## config.mk

```make
export PLATFORM = sky130hd
export DESIGN_NAME = lda_projector
export DESIGN_NICKNAME = d
export VERILOG_FILES = /design/src/rtl/lda_projector.sv
export SDC_FILE = /design/constraint.sdc
export NUM_CORES = 2
export LEC_CHECK = 0
export BUFFER_PORTS_ARGS = -buffer_cell sky130_fd_sc_hd__buf_4
export CORE_MARGIN = 2
export CORE_UTILIZATION = 40
export CTS_BUF_LIST = sky130_fd_sc_hd__clkbuf_8
export CTS_CLUSTER_SIZE = 20
export DETAILED_ROUTE_END_ITERATION = 8
export PLACE_DENSITY = 0.66
export SLEW_MARGIN = 0
export SYNTH_ARGS = -nofsm -noshare
export SYNTH_HDL_FRONTEND = slang
export SYNTH_SLANG_ARGS = --single-unit
```

## constraint.sdc

```tcl
create_clock -name clk -period 25.4 [get_ports clk]
set_input_delay 5.08 -clock clk [delete_from_list [all_inputs] [get_ports clk]]
set_output_delay 5.08 -clock clk [all_outputs]
set_load 0.01 [all_outputs]
```

## src/rtl/lda_projector.sv

```systemverilog
// LDA projection back end: picks the dominant eigenvector from the eigen-solver,
// converts it to signed fixed-point weights and streams samples through a 2-stage MAC.
module lda_projector #(
  parameter int DW    = 16,
  parameter int WW    = 16,
  parameter int WFRAC = 14,
  parameter int EW    = 40,
  parameter int EFRAC = 8
) (
  input  logic                 clk,
  input  logic                 rst,
  input  logic                 load_valid,
  input  logic                 sign_ev1,
  input  logic [23:0]          ans_ev1,
  input  logic [7:0]           temp_ev1,
  input  logic                 sign_ev2,
  input  logic [23:0]          ans_ev2,
  input  logic [7:0]           temp_ev2,
  input  logic                 sign_v1x,
  input  logic [23:0]          ans_v1x,
  input  logic [7:0]           temp_v1x,
  input  logic                 sign_v1y,
  input  logic [23:0]          ans_v1y,
  input  logic [7:0]           temp_v1y,
  input  logic                 sign_v2x,
  input  logic [23:0]          ans_v2x,
  input  logic [7:0]           temp_v2x,
  input  logic                 sign_v2y,
  input  logic [23:0]          ans_v2y,
  input  logic [7:0]           temp_v2y,
  input  logic signed [DW+WW:0] threshold,
  input  logic                 in_valid,
  output logic                 in_ready,
  input  logic signed [DW-1:0] in_x,
  input  logic signed [DW-1:0] in_y,
  output logic                 out_valid,
  output logic signed [DW+WW:0] out_proj,
  output logic                 out_class,
  output logic                 sel_ev,
  output logic                 w_sat,
  output logic [2:0]           state_dbg
);
  // Handshake: a sample transfers on a rising edge where in_valid && in_ready;
  // in_ready depends only on the FSM state, and the output side has no backpressure.
  localparam int PW = DW + WW;
  localparam int OW = DW + WW + 1;

  typedef enum logic [2:0] {IDLE, CMP, CONV_X, CONV_Y, READY} state_t;
  typedef struct packed {
    logic        sign;
    logic [23:0] ans;
    logic [7:0]  temp;
  } triple_t;

  state_t               state, next_state;
  logic                 load_accept;
  triple_t              ev1_r, ev2_r, v1x_r, v1y_r, v2x_r, v2y_r, conv_src;
  logic [63:0]          ev1_raw, ev2_raw, w_raw;
  logic [EW-1:0]        ev1_mag, ev2_mag;
  logic                 w_over;
  logic [WW-2:0]        w_mag;
  logic signed [WW-1:0] w_val, wx, wy;
  logic                 accept, s1_valid;
  logic signed [PW-1:0] px, py;
  logic signed [OW-1:0] sum;
  logic                 unused_ev_signs;

  // ans * 2^(frac - temp), truncating; 64 bits holds the largest left shift.
  function automatic logic [63:0] scale(input logic [23:0] ans, input logic [7:0] temp,
                                        input logic [7:0] frac);
    logic [63:0] wide;
    wide = {40'd0, ans};
    if (temp <= frac) scale = wide << (frac - temp);
    else              scale = wide >> (temp - frac);
  endfunction

  assign state_dbg       = state;
  assign in_ready        = (state == READY);
  assign accept          = in_valid && in_ready;
  assign unused_ev_signs = ev1_r.sign ^ ev2_r.sign;

  always_comb begin
    next_state  = state;
    load_accept = 1'b0;
    case (state)
      IDLE:    if (load_valid) begin load_accept = 1'b1; next_state = CMP; end
      CMP:     next_state = CONV_X;
      CONV_X:  next_state = CONV_Y;
      CONV_Y:  next_state = READY;
      READY:   if (load_valid) begin load_accept = 1'b1; next_state = CMP; end
      default: next_state = IDLE;
    endcase
  end

  always_comb begin
    ev1_raw  = scale(ev1_r.ans, ev1_r.temp, 8'(EFRAC));
    ev2_raw  = scale(ev2_r.ans, ev2_r.temp, 8'(EFRAC));
    ev1_mag  = (|ev1_raw[63:EW]) ? {EW{1'b1}} : ev1_raw[EW-1:0];
    ev2_mag  = (|ev2_raw[63:EW]) ? {EW{1'b1}} : ev2_raw[EW-1:0];
    // One converter shared by both components; the state picks which one it serves.
    if (state == CONV_X) conv_src = sel_ev ? v2x_r : v1x_r;
    else                 conv_src = sel_ev ? v2y_r : v1y_r;
    w_raw  = scale(conv_src.ans, conv_src.temp, 8'(WFRAC));
    w_over = |w_raw[63:WW-1];
    w_mag  = w_over ? {(WW-1){1'b1}} : w_raw[WW-2:0];
    w_val  = conv_src.sign ? -$signed({1'b0, w_mag}) : $signed({1'b0, w_mag});
    sum    = OW'(px) + OW'(py);
  end

  always_ff @(posedge clk or posedge rst) begin
    if (rst) begin
      state  <= IDLE;
      ev1_r  <= '0;
      ev2_r  <= '0;
      v1x_r  <= '0;
      v1y_r  <= '0;
      v2x_r  <= '0;
      v2y_r  <= '0;
      sel_ev <= 1'b0;
      w_sat  <= 1'b0;
      wx     <= '0;
      wy     <= '0;
    end else begin
      state <= next_state;
      if (load_accept) begin
        ev1_r <= '{sign_ev1, ans_ev1, temp_ev1};
        ev2_r <= '{sign_ev2, ans_ev2, temp_ev2};
        v1x_r <= '{sign_v1x, ans_v1x, temp_v1x};
        v1y_r <= '{sign_v1y, ans_v1y, temp_v1y};
        v2x_r <= '{sign_v2x, ans_v2x, temp_v2x};
        v2y_r <= '{sign_v2y, ans_v2y, temp_v2y};
        w_sat <= 1'b0;
      end
      if (state == CMP) sel_ev <= (ev2_mag > ev1_mag);
      if (state == CONV_X) begin
        wx <= w_val;
        if (w_over) w_sat <= 1'b1;
      end
      if (state == CONV_Y) begin
        wy <= w_val;
        if (w_over) w_sat <= 1'b1;
      end
    end
  end

  // Weights only change outside READY, so in-flight samples keep the old ones.
  always_ff @(posedge clk or posedge rst) begin
    if (rst) begin
      s1_valid  <= 1'b0;
      px        <= '0;
      py        <= '0;
      out_valid <= 1'b0;
      out_proj  <= '0;
      out_class <= 1'b0;
    end else begin
      s1_valid  <= accept;
      if (accept) begin
        px <= PW'(wx) * PW'(in_x);
        py <= PW'(wy) * PW'(in_y);
      end
      out_valid <= s1_valid;
      if (s1_valid) begin
        out_proj  <= sum;
        out_class <= (sum >= threshold);
      end
    end
  end
endmodule

```

* After elaboration in Yosys (flattened, before gate mapping) *
Cells that the tools add are included.
W data, S select, Z words.

storage, ports and cells
  output and inout port bits = 41
  bits in registers = 333
  word-level logic and storage cells = 78
  bits of input ports = 267

operators by class
  add/sub/neg operators = 8
  shift-type cells = 6
  reduce and logical (&&, ||, !) cells = 6
  muxes and demuxes = 19
  magnitude comparators = 5
  multiply operators = 2
  equal/unequal tests = 5

operators by type and width
  operator               number
  $mux W64               3
  $shl A24 B8 Y64        3
  $shr A24 B8 Y64        3
  $mux W33               3
  $mux W40               2
  $mul A16 B16 Y32       2
  $reduce_or A49 Y1      1
  $reduce_or A24 Y1      2
  $gt A40 B40 Y1         1
  $add A32 B32 Y33       1
  $ge A33 B33 Y1         1
  $le A8 B4 Y1 const B   3
  $sub A4 B8 Y8 const A  3
  $sub A8 B4 Y8 const B  3
  $mux W16               1
  $neg A15 Y16           1
  $mux W15               1
  $pmux W3 S4            1
  $mux W1                7
  $eq A3 B2 Y1 const B   2
  $eq A3 B1 Y1 const B   1
  $eq A3 B3 Y1 const B   1
  $logic_not A3 Y1       1
  $mux W3                1
  3 further kinds        3

* Depth between registers and ports, before layout *
  depth after elaboration = 10
  gate-level depth with buffers = 28
  depth with buffers taken out = 25

* Least setup slack after synthesis *
Ideal clock, no wire load.

  path type = input to register
  start = input in_x[1]
  end = register px[31]
  data arrival time = 10.548 ns
  cell stages on the path = 24
  required time = 25.267 ns
  buffers on the path = 1
  path slack = 14.719 ns
  library setup time = 0.133 ns
  cells stage by stage = clkbuf_1 -> nand2_1 -> fa_1 -> inv_1 -> fa_1 -> inv_1 -> fa_1 -> inv_1 -> fa_1 -> inv_1 -> fa_1 -> inv_1 -> fa_1 -> ha_1 -> o21a_1 -> o211ai_1 -> o21ai_0 -> a211oi_1 -> a21oi_1 -> a21oi_1 -> a21oi_1 -> a31oi_1 -> xnor2_1 -> o21ai_0

between the ends
  word-level cells in the longest chain between the ends = 1

RTL lines
  item                  line  RTL
  start, declared       34    input logic signed [DW-1:0] in_x,
  $mul A16 B16 Y32      158   px <= PW'(wx) * PW'(in_x);
  end signal, assigned  158
  end, declared         64    logic signed [PW-1:0] px, py;

No other way between the ends.
A chain may end at the register's enable or synchronous reset.

* Worst setup path after layout *
  start = input in_y[1]
  end = register py[30]

between the ends
  word-level cells in the longest chain between the ends = 1

RTL lines
  item                  line  RTL
  start, declared       35    input logic signed [DW-1:0] in_y,
  $mul A16 B16 Y32      159   py <= PW'(wy) * PW'(in_y);
  end signal, assigned  159
  end, declared         64

No other way between the ends.

==> flow_summary.toml <==
[outcome]
run_status = "completed"

[global_routing]
grt_max_degree = 111
grt_antenna_before_repair = 3
use_met3_pct = 3.639
grt_pass1_wl_um = 211300
busiest_layer = "met2"
grt_pass1_vias = 38610
grt.total_usage_pct = 22.59
met1_usage_pct = 31.10
met2_usage_pct = 35.84
grt-ovfl-total = 0

[critical_path]
worstPathMaxFanout = 16
crit_type = "in -> reg"
crit_path_start_kind = "primary input"
max_stage_delay_ps = 680
cp-end-kind = "register"
crit_top_cell = "fa_1"
cp.arrival_ps = 11290
critical_path.cell_chain = "buf_4 > nand2_1 > inv_1 > fa_1 > inv_1 > fa_1 > fa_1 > fa_1 > fa_1 > inv_1 > fa_1 > ha_1 > a21o_1 > a21oi_1 > nor3b_1 > nand2b_1 > o211ai_1 > a31oi_1 > a41oi_1 > a21oi_1 > xnor2_1 > o21ai_0"
critPathRequiredTime_ps = 25930
slowest_stage = "fa_1"
ff2ff_setup_slack_ps = 17970

[cts]
cts-resized-gates = 0
hold_buffers = 0
root_buffer = "clkbuf_8"
cts_max_level = 2
cts_setup_buffers = 0
cts_sinks = 333
cts-buffers-inserted = 61
cts.clk_slew.worst_paths_ps = 60
ctsLongestPathBuffers = 3
cts_tree = "built"
clk_latency_ps = 770

[floorplan]
row_count = 123
initial_core_util_pct = 40.40
core_area_um2 = 112700
die_h_um = 341.3
ios = 308
dieArea_um2 = 116500
die_w_um = 341.3

[hold_path]
hp-class = "reg -> reg"

[logic_synthesis]
postSynth.asyncResetShare_pct = 100.0
ys_seq_area_share_pct = 18.31
syn_area_um2 = 45520
syn-instance-count = 5319
ys.flop_type = "dfrtp_1"
yosysWarnings = 0
yosys_register_bits = 333
ys_types = 93
syn_area_per_cell_um2 = 8.558
synth_edf_count = 0

[sta]
rsz0062_at_grt = "false"
layout_setup_ws_ps = 14640
drv_slew = 0
tightest_slew_ps = 1217
fin_hold_ws_ps = 471.1
hold_viol = 0
post-route-min-period_ps = 10760
clock_skew_ps = 97.77
timing.fmax_ghz = 0.09295
maxSlewHeadroom_pct = 18.90
final.period_utilization_pct = 42.35
setup_tns_ps = 0
setup_viol = 0

[cells_and_area]
fill_cells = 11120
final_nets = 6547
syn2layout_area_growth_pct = 10.49
drive_above_1_share_pct = 11.74

[drt]
dr.pass1.iters = 6
drcViolationCount = 0
drt-total-wl_um = 130300
drt_first_iter_violations = 3208
drt-wirelength-per-cell_um = 18.59
vias = 37940
ant_nets = 0
vias_per_cell = 5.410

[place]
place.port_buffers = 305
dp_hpwl_um = 101600
pre_cts_ws_ps = 14040
gp_congestion = 0.9494

[job]
maxCapViolCount = 0
final timing paths:
kind	start	end	depth (start not counted)
max	in_y[1]	py[30]$_DFFE_PP0P_	22
min	v1y_r[9]$_DFFE_PP0P_	v1y_r[9]$_DFFE_PP0P_	2
max reg2reg	sel_ev$_DFFE_PP0P_	wy[10]$_DFFE_PP0P_	19
min reg2reg	v1y_r[9]$_DFFE_PP0P_	v1y_r[9]$_DFFE_PP0P_	2
max in group asynchronous	rst	v1x_r[17]$_DFFE_PP0P_	4
min in group asynchronous	rst	ev1_r[0]$_DFFE_PP0P_	2
cells by family (layout without fill, tap and decap cells):
family / Yosys count / in the layout / share of synthesized area (%)
AOI/OAI and AO/OA: 805 / 805 / 11.30
xor gates and xnor gates: 131 / 131 / 2.521
adders and majority gates: 806 / 806 / 30.81
buffers and inverters: 919 / 1110 / 7.878
DFF: 333 / 333 / 18.31
muxes: 333 / 333 / 9.448
other: 2 / 5 / 0.01650
and+or+nand+nor: 1990 / 1990 / 19.71
metrics by stage:
step | util [%] | area [µm²] | cells
floorplan | - | 45520 | 5321
global placement | 43.54 | 49050 | 6911
detailed placement | 43.54 | 49050 | 6911
CTS | 44.64 | 50290 | 7012
global route | 44.64 | 50290 | 7013
finish | 44.64 | 50290 | 7013
cell type report:
cell class	instances	area, µm²	area share [%]
multi-input combinational	4069	33670	66.95
tap	1500	1877	3.732
sequential	333	8339	16.58
timing repair buffer	366	2748	5.463
clock buffer	72	991.0	1.970
antenna	1	2.502	0.004976
inverter	643	2421	4.814
clock inverter	29	245.2	0.4876
layout by cell type, fill, tap and decap left out, types with 38 or more instances in the layout:
cell | netlist | routed
xnor2_1 | 92 | 88
mux2_2 | 78 | 78
and2_1 | 213 | 212
nor2b_1 | 54 | 54
mux4_2 | 68 | 68
xor2_1 | 39 | 39
mux2i_1 | 183 | 182
fa_1 | 525 | 525
o22ai_1 | 38 | 38
dfrtp_1 | 333 | 330
nand2_1 | 1199 | 1197
nand2b_1 | 60 | 60
nor2_1 | 174 | 174
a211oi_1 | 54 | 54
nand3_1 | 85 | 85
clkbuf_8 | 0 | 72
a21oi_1 | 205 | 205
inv_1 | 636 | 649
nor3_1 | 64 | 64
ha_1 | 281 | 281
o21ai_0 | 206 | 206
buf_4 | 3 | 366
cells in the mapped netlist, drive strengths merged (38+ instances only):
| cell type | instances | area (µm²) |
|---|---|---|
| nand2 | 1199 | 4501 |
| inv | 639 | 2399 |
| fa | 525 | 10510 |
| dfrtp | 333 | 8333 |
| ha | 281 | 3516 |
| clkbuf | 218 | 818.3 |
| and2 | 216 | 1351 |
| o21ai | 207 | 1036 |
| a21oi | 205 | 1026 |
| mux2i | 185 | 1868 |
| nor2 | 174 | 653.1 |
| xnor2 | 92 | 805.8 |
| nand3 | 85 | 425.4 |
| mux2 | 80 | 900.9 |
| mux4 | 68 | 1531 |
| nor3 | 64 | 320.3 |
| nand2b | 60 | 375.4 |
| a211oi | 58 | 455.4 |
| buf | 58 | 354.1 |
| nor2b | 54 | 337.8 |
| xor2 | 39 | 341.6 |
| o22ai | 38 | 237.7 |
state kept, by name, summed over array words and instances (netlist names):
| register | count |
|---|---|
| state_dbg | 3 |
| out_class | 1 |
| ev1_r | 32 |
| py | 32 |
| wx | 16 |
| v2x_r | 33 |
| out_valid | 1 |
| v2y_r | 33 |
| v1x_r | 33 |
| wy | 16 |
| out_proj | 33 |
| px | 32 |
| sel_ev | 1 |
| ev2_r | 32 |
| s1_valid | 1 |
| v1y_r | 33 |
| w_sat | 1 |
worst max-delay path, delay by kind of cell:
kind / cells / cell delay [ps]
fa+ha+maj: 7 / 3450
compound gates: 7 / 1440
simple gates: 3 / 610
buf+inv: 4 / 480
xor+xnor: 1 / 210
layer usage:
| metal | up-vias | wire length, µm |
|---|---|---|
| met5 | - | 13 |
| met4 | 2 | 5030 |
| met3 | 230 | 8622 |
| met2 | 1236 | 59380 |
| met1 | 18680 | 57300 |
| li1 | 17790 | - |
Power is left out: the tool's default activity adds up to more than one toggle a clock period on the data nets, which glitch-free logic cannot reach.
